[src/rtl/computer_move_engine.sv]
// Tic-tac-toe opponent: snapshots the board, then searches win > block > preferred cell one candidate per cycle.
// Define COMPUTER_MOVE_BLOCK_EN to include the block-search phase.
module computer_move_engine (
  input  logic       clock,
  input  logic       reset,
  input  logic       req,
  input  logic [1:0] pos1,
  input  logic [1:0] pos2,
  input  logic [1:0] pos3,
  input  logic [1:0] pos4,
  input  logic [1:0] pos5,
  input  logic [1:0] pos6,
  input  logic [1:0] pos7,
  input  logic [1:0] pos8,
  input  logic [1:0] pos9,
  output logic [3:0] computer_position,
  output logic       pc,
  output logic       busy,
  output logic       no_move
);

  localparam logic [1:0] EMPTY = 2'b00, PLAYER = 2'b01, COMP = 2'b10;

  typedef enum logic [2:0] {IDLE, SCAN_WIN, SCAN_BLOCK, SCAN_PREF, ISSUE, WAIT_REL} state_t;

  state_t           state, state_d;
  logic [8:0][1:0]  snap_board, snap_d, board_in;
  logic [3:0]       idx, idx_d, sel_d;
  logic             pc_d, busy_d, no_move_d;

  assign board_in = {pos9, pos8, pos7, pos6, pos5, pos4, pos3, pos2, pos1};

  // Cell triple {c0,c1,c2} of line l
  function automatic logic [11:0] line_cells(input logic [2:0] l);
    case (l)
      3'd0:    line_cells = {4'd0, 4'd1, 4'd2};
      3'd1:    line_cells = {4'd3, 4'd4, 4'd5};
      3'd2:    line_cells = {4'd6, 4'd7, 4'd8};
      3'd3:    line_cells = {4'd0, 4'd3, 4'd6};
      3'd4:    line_cells = {4'd1, 4'd4, 4'd7};
      3'd5:    line_cells = {4'd2, 4'd5, 4'd8};
      3'd6:    line_cells = {4'd0, 4'd4, 4'd8};
      default: line_cells = {4'd2, 4'd4, 4'd6};
    endcase
  endfunction

  function automatic logic [3:0] pref_cell(input logic [3:0] i);
    case (i)
      4'd0:    pref_cell = 4'd4;
      4'd1:    pref_cell = 4'd0;
      4'd2:    pref_cell = 4'd2;
      4'd3:    pref_cell = 4'd6;
      4'd4:    pref_cell = 4'd8;
      4'd5:    pref_cell = 4'd1;
      4'd6:    pref_cell = 4'd3;
      4'd7:    pref_cell = 4'd5;
      default: pref_cell = 4'd7;
    endcase
  endfunction

  logic [11:0] cells;
  logic [3:0]  c0, c1, c2, empty_cell, pcell;
  logic [1:0]  a, b, c, n_comp, n_empty;
  logic        win_hit, pref_hit;

  always_comb begin
    cells      = line_cells(idx[2:0]);
    c0         = cells[11:8];
    c1         = cells[7:4];
    c2         = cells[3:0];
    a          = snap_board[c0];
    b          = snap_board[c1];
    c          = snap_board[c2];
    n_comp     = 2'(a == COMP) + 2'(b == COMP) + 2'(c == COMP);
    n_empty    = 2'(a == EMPTY) + 2'(b == EMPTY) + 2'(c == EMPTY);
    empty_cell = (a == EMPTY) ? c0 : (b == EMPTY) ? c1 : c2;
    win_hit    = (n_comp == 2'd2) && (n_empty == 2'd1);
    pcell      = pref_cell(idx);
    pref_hit   = (snap_board[pcell] == EMPTY);
  end

`ifdef COMPUTER_MOVE_BLOCK_EN
  logic [1:0] n_ply;
  logic       blk_hit;
  always_comb begin
    n_ply   = 2'(a == PLAYER) + 2'(b == PLAYER) + 2'(c == PLAYER);
    blk_hit = (n_ply == 2'd2) && (n_empty == 2'd1);
  end
`endif

  always_comb begin
    state_d   = state;
    snap_d    = snap_board;
    idx_d     = idx;
    sel_d     = computer_position;
    pc_d      = 1'b0;
    busy_d    = busy;
    no_move_d = 1'b0;
    case (state)
      IDLE: if (req) begin
        snap_d  = board_in;
        idx_d   = '0;
        busy_d  = 1'b1;
        state_d = SCAN_WIN;
      end
      SCAN_WIN: begin
        if (!req) begin
          busy_d  = 1'b0;
          state_d = IDLE;
        end else if (win_hit) begin
          sel_d   = empty_cell;
          pc_d    = 1'b1;
          state_d = ISSUE;
        end else if (idx == 4'd7) begin
          idx_d   = '0;
`ifdef COMPUTER_MOVE_BLOCK_EN
          state_d = SCAN_BLOCK;
`else
          state_d = SCAN_PREF;
`endif
        end else
          idx_d = idx + 4'd1;
      end
`ifdef COMPUTER_MOVE_BLOCK_EN
      SCAN_BLOCK: begin
        if (!req) begin
          busy_d  = 1'b0;
          state_d = IDLE;
        end else if (blk_hit) begin
          sel_d   = empty_cell;
          pc_d    = 1'b1;
          state_d = ISSUE;
        end else if (idx == 4'd7) begin
          idx_d   = '0;
          state_d = SCAN_PREF;
        end else
          idx_d = idx + 4'd1;
      end
`endif
      SCAN_PREF: begin
        if (!req) begin
          busy_d  = 1'b0;
          state_d = IDLE;
        end else if (pref_hit) begin
          sel_d   = pcell;
          pc_d    = 1'b1;
          state_d = ISSUE;
        end else if (idx == 4'd8) begin
          no_move_d = 1'b1;
          busy_d    = 1'b0;
          state_d   = WAIT_REL;
        end else
          idx_d = idx + 4'd1;
      end
      ISSUE: begin
        busy_d  = 1'b0;
        state_d = WAIT_REL;
      end
      WAIT_REL: if (!req) state_d = IDLE;
      default:  state_d = IDLE;
    endcase
  end

  always_ff @(posedge clock or posedge reset) begin
    if (reset) begin
      state             <= IDLE;
      snap_board        <= '0;
      idx               <= '0;
      computer_position <= '0;
      pc                <= 1'b0;
      busy              <= 1'b0;
      no_move           <= 1'b0;
    end else begin
      state             <= state_d;
      snap_board        <= snap_d;
      idx               <= idx_d;
      computer_position <= sel_d;
      pc                <= pc_d;
      busy              <= busy_d;
      no_move           <= no_move_d;
    end
  end

endmodule

[config.mk]
export PLATFORM = sky130hd
export DESIGN_NAME = computer_move_engine
export DESIGN_NICKNAME = d
export VERILOG_FILES = /design/src/rtl/computer_move_engine.sv
export SDC_FILE = /design/constraint.sdc
export NUM_CORES = 1
export LEC_CHECK = 0
export CAP_MARGIN = 20
export CORE_MARGIN = 1.5
export CORE_UTILIZATION = 51
export DETAILED_ROUTE_END_ITERATION = 8
export PLACE_DENSITY = 0.77
export REMOVE_ABC_BUFFERS = 1
export SLEW_MARGIN = 20
export SYNTH_ARGS = -nofsm -noshare
export SYNTH_HDL_FRONTEND = slang
export SYNTH_SLANG_ARGS = --single-unit
[constraint.sdc]
create_clock -name clock -period 3.81 [get_ports clock]
set_input_delay 0.762 -clock clock [delete_from_list [all_inputs] [get_ports clock]]
set_output_delay 0.762 -clock clock [all_outputs]
set_load 0.03 [all_outputs]
==> reports/metrics.cfg <==
[cts]
insertion_delay_ps = 290
cts_tree = done
clk_path_buf_depth = 2
cts_sinks = 32
cts.reportedPaths.clkPinSlew_ps = 70
htreeDepth = 2
cts_made_buffers = 5
cts_root_buf = clkbuf_8

[synth]
synthTopCellsByArea = dfrtp_1, mux2_2, mux2i_1, nand2_1, ha_1
yosys-top-cells-count = dfrtp_1, nand2_1, mux2_2, nor2_1, o21ai_0
syn_avg_cell_area_um2 = 9.04
async_flop_share = 1.00
yosys_warnings = 0
syn-cell-area_um2 = 2510
dominantRegCellSynth = dfrtp_1
yosysUniqueCellTypes = 67
synth_top_area_share = 0.319
syn_inst = 278
synth_edf_count = 0
synth.most_common_cell = dfrtp_1
synth-seq-cells = 32
ys_seq_area_frac = 0.319
synth_top_area_cell = dfrtp_1

[final_layout]
fin_area_um2 = 3700
fin_cells = 432
antenna_cells = 0
syn_to_final_growth_pct = 47.5
fin_nets = 394
drive_gt1_frac = 0.408
post-route-util = 0.784

[worst_setup_path]
path_depth = 17
ff2ff_path_depth = 17
cp_num_buf_inv = 4
worstReg2RegEnd = idx[0]
crit_chain = inv_4, ha_4, nor4_4, or3_4, a2111oi_4, buf_4, a211oi_2, a211o_2, inv_2, fa_1, and3_4, a21o_1, a21boi_2, o31ai_2, buf_4, nor3_1, a21o_1
cp.required_ps = 4040
critPathMaxFanout = 7
max_stage_delay_ps = 500
cpLargestDelayFamily = compound AO/OA/AOI/OAI gates
critPathCaptureType = flop
ff2ff_setup_slack_ps = -70
crit_start = idx[1]
crit_end = idx[0]
r2r_start = idx[1]
critPathKind = flop to flop
critPathArrivalTime_ps = 4110
slowest_stage = dfrtp_2
start_kind = flop

[floorplan]
start_util = 0.532
die_height_um = 73.2
ios = 28
dieArea_um2 = 5360
coreArea_um2 = 4720
rows = 25
die_x_um = 73.2

[timing]
period_minus_slack_ps = 3880
slew_headroom = 0.447
period_share = 1.02
tightest_slew_ps = 820
setup_violations = 4
hold_violations = 0
finalWorstSetupSlack_ps = -73.6
grt_setup_unrepaired = true
clock_skew_ps = 2.77
max_freq_ghz = 0.257
slew_viol_final = 0

[global_routing]
antenna_found_initial = 0
grt_pass1_vias = 2535
grt_pass1_wl_mm = 12.4
grt_max_degree = 33
overflow = 0
grtUsageTotal = 0.307

[route]
wl_per_cell_um = 19.5
via_per_inst = 6.37
postRouteAntennaNets = 0
drcViolationCount = 0
vias = 2751
drt_iter0_drc = 231
routed_wl_mm = 8.43
firstDrtPassIters = 5

[placement]
gp_congestion = 1.04
dp_cells = 415
hpwl_mm = 5.54
dpl-instance-area_um2 = 3210
preCtsSetupSlack_ps = -489
port_buffers = 27

[status]
run_status = finished, violations left
failed_checks = setup timing

[hold_path]
worstHoldStart = computer_position[3]
worstHoldPathType = flop to flop

[run]
cap_violations = 0

cells in the final DEF (no fill, tap or decap), drive strengths merged, types with 3 or more instances in the layout:
| master | n |
|---|---|
| nand2b | 5 |
| mux2 | 19 |
| or2 | 3 |
| o21a | 4 |
| and3 | 3 |
| clkdlybuf4s50 | 27 |
| a21o | 4 |
| nor2b | 6 |
| nand3 | 10 |
| buf | 66 |
| or4 | 4 |
| ha | 6 |
| o21ai | 17 |
| dfrtp | 32 |
| a31oi | 7 |
| inv | 11 |
| nor3 | 13 |
| o31ai | 6 |
| a21oi | 13 |
| mux2i | 13 |
| nand2 | 22 |
| or3 | 3 |
| clkbuf | 7 |
| o31a | 3 |
| nor2 | 20 |
| o211ai | 4 |
| o311ai | 4 |
repair_timing:
action | in CTS | in global routing
hold buffers | 0 | 0
pin swaps | 15 | 12
buffers inserted | 3 | 7
endpoints found under the setup margin | 10 | 9
gates resized for setup | 43 | 29
cell families after synthesis:
group	Yosys count	synth area share
buffers and inverters	24	0.0478
DFF	32	0.319
AOI/OAI and AO/OA	82	0.241
muxes	32	0.137
adders and majority gates	8	0.0458
and+or+nand+nor	100	0.210
through the flow:
step	hold WS, ps	setup TNS, ps
floorplan	503	-243
global placement	532	-1200
detailed placement	534	-2210
CTS	550	0
global route	567	-1290
finish	548	-207
state kept, by name, summed over array words and instances, names as in the netlist:
name,flops
pc,1
busy,1
snap_board,18
no_move,1
computer_position,4
state,3
idx,4
worst min-delay path by stage:
stage | end | slack, ps | depth (start not counted)
2_1_floorplan | snap_board[5] | 500 | 1
4_1_cts | snap_board[17] | 550 | 1
3_5_place_dp | snap_board[17] | 530 | 1
3_3_place_gp | snap_board[17] | 530 | 1
6_report | computer_position[3] | 550 | 2
5_1_grt | snap_board[17] | 570 | 1
metal layers:
metal	global-route usage	up-vias	routed length [um]
met4	0.161	0	491
met5	0	-	0
li1	-	1214	-
met2	0.494	175	3870
met1	0.393	1304	3450
met3	0.0497	58	619
tightest hold or removal path: cells and delay by family (launching register included):
kind / cells / cell delay [ps]
compound gates: 1 / 120
simple gates: 1 / 50
flops: 1 / 340
layout make-up:
class / instances / area (um^2)
well taps: 67 / 83.8
clock buffers: 7 / 96.3
flip-flops and latches: 32 / 803
repair buffers: 93 / 781
inverters: 11 / 46.3
multi-input cells: 222 / 1890
fillers: 305 / 1020
Power is not shown: default switching activity piles up to over one toggle a cycle in this logic, so the estimate is an artifact.
